$ cat config.mk
export PLATFORM = sky130hd
export DESIGN_NAME = hex_digit_counter
export DESIGN_NICKNAME = d
export VERILOG_FILES = /design/src/rtl/hex_digit_counter.sv
export SDC_FILE = /design/constraint.sdc
export NUM_CORES = 1
export LEC_CHECK = 0
export BUFFER_PORTS_ARGS = -buffer_cell sky130_fd_sc_hd__buf_2
export CAP_MARGIN = 25
export CORE_AREA = 2 2 62 64
export CTS_CLUSTER_SIZE = 16
export DETAILED_ROUTE_END_ITERATION = 16
export DIE_AREA = 0 0 64 66
export GPL_ROUTABILITY_DRIVEN = 0
export PLACE_DENSITY = 0.74
export SLEW_MARGIN = 10
export SYNTH_ARGS = -nofsm -noshare
export SYNTH_HDL_FRONTEND = slang
export SYNTH_SLANG_ARGS = --single-unit
export TNS_END_PERCENT = 100
$ cat constraint.sdc
create_clock -name CLOCK_50 -period 2.4 [get_ports CLOCK_50]
set_input_delay 0.36 -clock CLOCK_50 [delete_from_list [all_inputs] [get_ports CLOCK_50]]
set_output_delay 0.36 -clock CLOCK_50 [all_outputs]
set_load 0.02 [all_outputs]
$ cat src/rtl/hex_digit_counter.sv
// rtl/hex_digit_counter.sv - debounced up/down hex digit counter; AUTO_COUNT_EN adds prescaled auto-count
module hex_digit_counter #(
  parameter int CLK_HZ          = 50_000_000,
  parameter int TICK_HZ         = 1,
  parameter int DEBOUNCE_CYCLES = 500_000
) (
  input  logic       CLOCK_50,
  input  logic       RESET_N,
  input  logic       KEY_STEP,
  input  logic [3:0] SW,
  input  logic       LOAD,
  input  logic       DIR,
  input  logic       RUN,
  output logic [3:0] COUNT,
  output logic       WRAP
);

  localparam int P  = CLK_HZ / TICK_HZ;
  localparam int PW = (P > 2) ? $clog2(P) : 1;
  localparam int DW = $clog2(DEBOUNCE_CYCLES + 1);
  localparam logic [PW-1:0] PSC_LAST = PW'(P - 1);
  localparam logic [DW-1:0] DB_LAST  = DW'(DEBOUNCE_CYCLES - 1);

  typedef enum logic [1:0] {
    RELEASED,
    PRESS_WAIT,
    PRESSED,
    RELEASE_WAIT
  } db_state_t;

  logic       key_meta, key_s;
  logic [3:0] sw_meta, sw_s;
  logic [2:0] ctl_meta, ctl_s;
  logic       load_s, dir_s, run_s;

  assign load_s = ctl_s[2];
  assign dir_s  = ctl_s[1];
  assign run_s  = ctl_s[0];

  // Two-flop synchronizers; the key idles high (released), everything else low.
  always_ff @(posedge CLOCK_50 or negedge RESET_N) begin
    if (!RESET_N) begin
      key_meta <= 1'b1;
      key_s    <= 1'b1;
      sw_meta  <= 4'h0;
      sw_s     <= 4'h0;
      ctl_meta <= 3'b000;
      ctl_s    <= 3'b000;
    end else begin
      key_meta <= KEY_STEP;
      key_s    <= key_meta;
      sw_meta  <= SW;
      sw_s     <= sw_meta;
      ctl_meta <= {LOAD, DIR, RUN};
      ctl_s    <= ctl_meta;
    end
  end

  db_state_t       state, state_d;
  logic [DW-1:0]   db_cnt, db_cnt_d;
  logic            step;

  // Debounce state and stability counter registers.
  always_ff @(posedge CLOCK_50 or negedge RESET_N) begin
    if (!RESET_N) begin
      state  <= RELEASED;
      db_cnt <= '0;
    end else begin
      state  <= state_d;
      db_cnt <= db_cnt_d;
    end
  end

  // Debounce next-state: a level change is accepted only after it holds for DEBOUNCE_CYCLES.
  always_comb begin
    state_d  = state;
    db_cnt_d = db_cnt;
    step     = 1'b0;
    case (state)
      RELEASED: begin
        if (!key_s) begin
          state_d  = PRESS_WAIT;
          db_cnt_d = '0;
        end
      end
      PRESS_WAIT: begin
        if (key_s) begin
          state_d = RELEASED;
        end else if (db_cnt == DB_LAST) begin
          state_d = PRESSED;
          step    = 1'b1;
        end else begin
          db_cnt_d = db_cnt + DW'(1);
        end
      end
      PRESSED: begin
        if (key_s) begin
          state_d  = RELEASE_WAIT;
          db_cnt_d = '0;
        end
      end
      RELEASE_WAIT: begin
        if (!key_s) begin
          state_d = PRESSED;
        end else if (db_cnt == DB_LAST) begin
          state_d = RELEASED;
        end else begin
          db_cnt_d = db_cnt + DW'(1);
        end
      end
      default: begin
        state_d  = RELEASED;
        db_cnt_d = '0;
      end
    endcase
  end

  logic tick;

`ifdef AUTO_COUNT_EN
  logic [PW-1:0] psc;

  // Prescaler: registered tick one cycle after the terminal count; parked at 0 when idle or loading.
  always_ff @(posedge CLOCK_50 or negedge RESET_N) begin
    if (!RESET_N) begin
      psc  <= '0;
      tick <= 1'b0;
    end else if (!run_s || load_s) begin
      psc  <= '0;
      tick <= 1'b0;
    end else if (psc == PSC_LAST) begin
      psc  <= '0;
      tick <= 1'b1;
    end else begin
      psc  <= psc + PW'(1);
      tick <= 1'b0;
    end
  end
`else
  logic unused_auto;

  assign tick        = 1'b0;
  assign unused_auto = run_s ^ PSC_LAST[0];
`endif

  logic advance;
  assign advance = step | tick;

  // Digit register: load beats step/tick; a coincident step and tick advance only once.
  always_ff @(posedge CLOCK_50 or negedge RESET_N) begin
    if (!RESET_N) begin
      COUNT <= 4'h0;
      WRAP  <= 1'b0;
    end else if (load_s) begin
      COUNT <= sw_s;
      WRAP  <= 1'b0;
    end else if (advance) begin
      if (dir_s) begin
        COUNT <= COUNT + 4'd1;
        WRAP  <= (COUNT == 4'hF);
      end else begin
        COUNT <= COUNT - 4'd1;
        WRAP  <= (COUNT == 4'h0);
      end
    end else begin
      WRAP <= 1'b0;
    end
  end

endmodule

==> results of run 1 <==
==> worst register-to-register path, cell delays in order (launching register included) <==
cell	delay [ns]
dfrtp_1	0.47
xnor2_2	0.36
nand4_1	0.47
or4_1	0.62
a21oi_1	0.19
==> worst paths after layout <==
kind                                     to  slack [ns]  depth (start not counted)
max in group asynchronous         db_cnt[5]        1.75                          1
worst max register to register   db_cnt[17]        0.22                          4
min in group asynchronous          COUNT[3]        0.10                          1
worst min register to register      sw_s[2]        0.35                          0
worst max-delay path             db_cnt[17]        0.22                          4
worst min-delay path            ctl_meta[1]        0.09                          1
==> cell families after synthesis <==
kind of cell / Yosys count
muxes: 1
adders and majority gates: 4
and+or+nand+nor: 85
buffers and inverters: 16
DFF: 40
AOI/OAI and AO/OA: 49
xor gates and xnor gates: 6
==> metal layers <==
metal | share of wire | vias to the layer above
li1 | - | 790
met3 | 0.044 | 10
met2 | 0.52 | 34
met1 | 0.42 | 790
met4 | 0.019 | 0
met5 | 0 | -
==> where the power goes <==
part | switching [mW] | leakage (nW) | total (mW) | internal [mW]
Combinational | 0.0684 | 0.346 | 0.110 | 0.0415
Clock | 0.222 | 0.0271 | 0.329 | 0.107
Sequential | 0.0302 | 0.510 | 0.730 | 0.700
Total | 0.320 | 0.883 | 1.17 | 0.848
==> state kept, by name, indices dropped and copies added, names as in the netlist, named ones only <==
signal,cells
COUNT,4
key_s,1
key_meta,1
ctl_s,2
ctl_meta,2
sw_meta,4
state,1
sw_s,4
WRAP,1
db_cnt,19
==> final cells by class <==
cell class | instances | area, µm²
Sequential cell | 40 | 1003
Multi-Input combinational cell | 145 | 928.4
Clock buffer | 5 | 37.54
Inverter | 8 | 30.03
Fill cell | 312 | 1391
Timing Repair Buffer | 16 | 87.58
Tap cell | 48 | 60.06
Clock inverter | 2 | 12.51
==> per-stage QoR <==
| step | utilization | total power [mW] | worst slack [ns] |
|---|---|---|---|
| after floorplan | - | 0.8014 | 0.6566 |
| after global placement | 0.5941 | 0.8445 | 0.4256 |
| after detailed placement | 0.5941 | 0.8532 | 0.2858 |
| after CTS | 0.6082 | 1.179 | 0.2649 |
| after global routing | 0.6082 | 1.234 | 0.1666 |
| final | 0.6082 | 1.169 | 0.2199 |
==> layout by cell type, fill, tap and decap left out, types with 2 or more instances in the layout <==
cell and instances:
dfrtp_1 38, a21oi_1 17, nand2_1 14, nor2_1 13, nand3_1 13, buf_2 13, nand4_1 11, o21ai_0 10
inv_1 8, or3_1 8, o211ai_1 6, and3_1 5, clkbuf_4 5, and4_1 4, nor4_1 4, xnor2_1 4
o31ai_1 4, and2_1 3, or4_1 3, a211oi_1 3, ha_1 3, buf_4 3, a31oi_1 2, a2111oi_0 2
dfstp_2 2
==> results.tsv, run 1 <==
stage	metric	value	unit
critical_path	crit path cell chain	xnor2_2 -> nand4_1 -> or4_1 -> a21oi_1	
cells_and_area	Layout Cells excl Fill	264	
critical_path	critical path required time	2.68	ns
die	I/O pin cnt	15	
cells_and_area	antenna cells	0	
critical_path	Top Family by Delay on Critical Path	simple AND/OR/NAND/NOR gates	
die	Core Area	3551	µm²
yosys	count leader, synth	dfrtp_1	
power	P_leak	0.8830	nW
placed_design	PortBufs	13	
yosys	Compound-Gate Fraction of Synth Area	0.1574	
global_routing	Remaining Overflow, GRT	0	
yosys	share of the synthesized area in the top cell type	0.4765	
cells_and_area	fin area	2160	µm²
global_routing	largest net degree at the start of global routing	41	
die	Die X	64	µm
sta	final setup fails	0	
sta	Max Fclk	458.7	MHz
global_routing	met1 Track Usage GR	0.2775	
clock_network	setup bufs post-CTS	0	
die	Starting Density	0.5620	
clock_network	Reg clk slew, reported paths	0.12	ns
yosys	number of synthesized flops with an enable pin	0	
sta	Min Hold Slack	0.09445	ns
global_routing	GRT Total Usage	0.2279	
yosys	Synth cell types	42	
yosys	mapped cell area	1996	µm²
yosys	mux share of post-synthesis cell area	0.005016	
global_routing	initial antenna violation count	0	
clock_network	CTS root buf	clkbuf_4	
status	status	finished, final reports clean	
placed_design	placed insts	257	
yosys	register area share after synthesis	0.5028	
sta	Max-Slew Margin vs Limit	0.4212	
yosys	Synth Register Bits	40	
clock_network	CTS Buf Count	5	
critical_path	Setup crit start kind	register	
sta	fin crit period	2.180	ns
yosys	YS warnings	0	
detailed_routing	DRT Pass-1 Iters	5	
sta	slew of the pin with the lowest slew margin	0.8683	ns
sta	RSZ-0062 raised after global routing	false	
cells_and_area	share of layout cells above drive strength 1	0.1435	
yosys	most common flop cell mapped by yosys	dfrtp_1	
placed_design	post-DP HPWL	3058	µm
critical_path	slowest cell delay on critical path	0.61	ns
detailed_routing	Initial DRC Count	116	
power	Max IR drop VDD	0.4110	mV
yosys	syn_nets	215	
sta	Setup TNS	0	ns
clock_network	cts hold-fix bufs	0	
detailed_routing	Vias/cell	6.152	
sta	Max Slew Vio Count	0	
global_routing	met2 Use GR	0.3776	
global_routing	global-route wire length before repair	7196	µm
sta	Clock Skews	0.01267	ns
cells_and_area	layout net count	230	
yosys	Synth area leader	dfrtp_1	
yosys	top cells by count, synth	38 x dfrtp_1, 17 x a21oi_1, 14 x nand2_1, 13 x nand3_1, 13 x nor2_1	
global_routing	met3 Resource Use GR	0.05963	
worst_hold_path	worst hold start	DIR	
cells_and_area	Syn-to-layout area delta	8.213	%
yosys	Post-Synth XOR/XNOR Area	0.03009	
die	DIE AREA	4224	µm²
detailed_routing	Antenna Nets Post-Route	0	
detailed_routing	DRC viols	0	
yosys	Syn Area/Cell	9.929	µm²
yosys	simple-gate share of the synthesized area	0.2439	
critical_path	CP Data Arrival Time	2.46	ns
sta	final hold vios	0	
die	Die Y	66	µm
detailed_routing	WL final	4252	µm
job	max cap viols	0	
worst_hold_path	hold crit path type	input pin to register	
clock_network	Resized Gates After CTS	0	
detailed_routing	Routed WL per cell	16.11	µm
critical_path	CP endpoint kind	register	
detailed_routing	routed via count	1624	
global_routing	grt peak-use layer	met2	
yosys	Adder-Cell Fraction of Synth Area	0.02884	
yosys	Async SR Flop Fraction	1.000	
yosys	cell count after synthesis	201	
sta	fin crit share	0.9084	
power	Pwr per Cell Area	541.1	nW/µm²
critical_path	CP max FO	11	
clock_network	Worst-Skew Late Latency	0.36	ns
critical_path	Crit Path Class	register to register	
clock_network	CTS Buffer Depth	2	
placed_design	Post-Place Cell Area	2110	µm²
die	Std-Cell Rows	22	
critical_path	Buf/Inv on CP	0	
yosys	largest family of logic cells by synthesized area	simple AND/OR/NAND/NOR gates	
clock_network	clock sinks	40	
clock_network	H-tree Lvls	2	
clock_network	CTS tree	yes	
yosys	largest cells by area after synthesis	dfrtp_1 48%, a21oi_1 4.3%, nand4_1 3.4%, nand3_1 3.3%, dfstp_2 2.6%	
global_routing	vias in the first global route	1590	
critical_path	CP max-delay cell	or4_1	
No activity file was read; power rests on OpenSTA's default activity.
==> inputs of run 2 (changes only) <==
- PLACE_DENSITY: 0.74 -> 0.75
==> results.tsv, run 2 (synthesis gave the netlist of run 1 again) <==
stage	metric	value	unit
die	Starting Density	0.5620	
die	Core Area	3551	µm²
global_routing	global-route wire length before repair	7383	µm
die	Die X	64	µm
sta	Max Slew Vio Count	0	
global_routing	met1 Track Usage GR	0.2748	
sta	fin crit period	2.077	ns
detailed_routing	routed via count	1672	
worst_hold_path	Cells on Worst Hold Path	1	
global_routing	met3 Resource Use GR	0.04600	
clock_network	H-tree Lvls	2	
cells_and_area	Syn-to-layout area delta	9.530	%
placed_design	PortBufs	13	
sta	final hold vios	0	
cells_and_area	fin area	2186	µm²
cells_and_area	Final Util	0.6156	
power	Pwr per Cell Area	583.3	nW/µm²
detailed_routing	WL final	4248	µm
global_routing	largest net degree at the start of global routing	41	
detailed_routing	DRT Pass-1 Iters	5	
global_routing	initial antenna violation count	0	
detailed_routing	Initial DRC Count	128	
status	status	finished, final reports clean	
critical_path	R2R cell count	4	
detailed_routing	Antenna Nets Post-Route	0	
cells_and_area	footprint of the multi-input gates	928.4	µm²
clock_network	cts hold-fix bufs	0	
sta	final setup fails	0	
job	max cap viols	0	
critical_path	CP Data Arrival Time	2.36	ns
placed_design	post-DP HPWL	3004	µm
worst_hold_path	worst hold start	KEY_STEP	
die	Die Y	66	µm
die	DIE AREA	4224	µm²
cells_and_area	max reg flops	19	
global_routing	grt peak-use layer	met2	
sta	Clock Skews	0.007155	ns
cells_and_area	storage element area	1003	µm²
placed_design	Post-Place Cell Area	2110	µm²
cells_and_area	share of layout cells above drive strength 1	0.1429	
cells_and_area	fillers	296	
cells_and_area	antenna cells	0	
sta	Max-Slew Margin vs Limit	0.4171	
die	I/O pin cnt	15	
critical_path	Critical Path End	db_cnt[17]	
worst_hold_path	hold crit path type	input pin to register	
clock_network	Reg clk slew, reported paths	0.12	ns
cells_and_area	most common cell after layout, fill and taps aside	dfrtp_1	
cells_and_area	most frequent cells in the layout	38 x dfrtp_1, 17 x a21oi_1, 14 x nand2_1	
detailed_routing	Routed WL per cell	16.03	µm
sta	Setup TNS	0	ns
detailed_routing	Vias/cell	6.309	
sta	slew of the pin with the lowest slew margin	0.8744	ns
clock_network	CTS root buf	clkbuf_4	
critical_path	Setup crit start kind	register	
power	P_leak	0.8982	nW
detailed_routing	DRC viols	0	
sta	RSZ-0062 raised after global routing	false	
clock_network	clock sinks	40	
critical_path	r2r endpoint	db_cnt[17]	
clock_network	CTS Buf Count	5	
global_routing	met2 Use GR	0.3971	
sta	Max Fclk	481.5	MHz
die	Std-Cell Rows	22	
cells_and_area	Reg with most FFs	db_cnt	
clock_network	CTS Buffer Depth	2	
critical_path	R2R Setup Slk	0.32	ns
cells_and_area	layout net count	230	
critical_path	CP max FO	11	
critical_path	Crit Path Class	register to register	
clock_network	setup bufs post-CTS	0	
clock_network	CTS tree	yes	
clock_network	Resized Gates After CTS	0	
power	Max IR drop VDD	0.4247	mV
global_routing	vias in the first global route	1671	
critical_path	CP endpoint kind	register	
global_routing	GRT Total Usage	0.2251	
clock_network	Worst-Skew Late Latency	0.34	ns
sta	fin crit share	0.8654	
sta	Min Hold Slack	0.1043	ns
global_routing	Remaining Overflow, GRT	0	
critical_path	critical path required time	2.68	ns
## run 2: changes by cell type in the layout (fill, tap and decap cells not counted)
cell / delta
bufinv_16: +1
clkbuf_1: +1
clkinvlp_4: -1
## run 2: metal layers
metal,wire (µm),vias up
li1,-,786
met1,1796,830
met2,2219,46
met3,167,10
met4,65,0
met5,0,-
## run 2: cell type report
type	instances	area share
clock buffers	6	0.01889
clock inverters	2	0.01603
inverters	8	0.01374
multi-input cells	145	0.4247
flip-flops and latches	40	0.4591
well taps	48	0.02748
repair buffers	16	0.04007
## run 2: critical path, cell delays in order (launching register included)
cell     delay (ns)
dfrtp_1        0.46
xnor2_2        0.34
nand4_1        0.46
or4_1          0.60
a21oi_1        0.15
## run 2: through the flow
stage	std cells	setup WS (ns)	power, mW
global route	265	0.2244	1.335
CTS	265	0.3345	1.286
finish	265	0.3230	1.275
global placement	257	0.4291	0.8442
detailed placement	257	0.3638	0.8538
floorplan	201	0.6566	0.8014
## run 2: worst min-delay path by stage
stage               endpoint
finish              key_meta
global route        key_meta
CTS                 key_meta
detailed placement   sw_s[3]
global placement     sw_s[3]
floorplan           COUNT[0]
## run 2: power breakdown
part           leakage [nW]  switching [mW]  internal [mW]
Clock                0.0422           0.215          0.218
Combinational         0.346          0.0687         0.0416
Sequential            0.510          0.0312          0.700
Total                 0.898           0.315          0.960
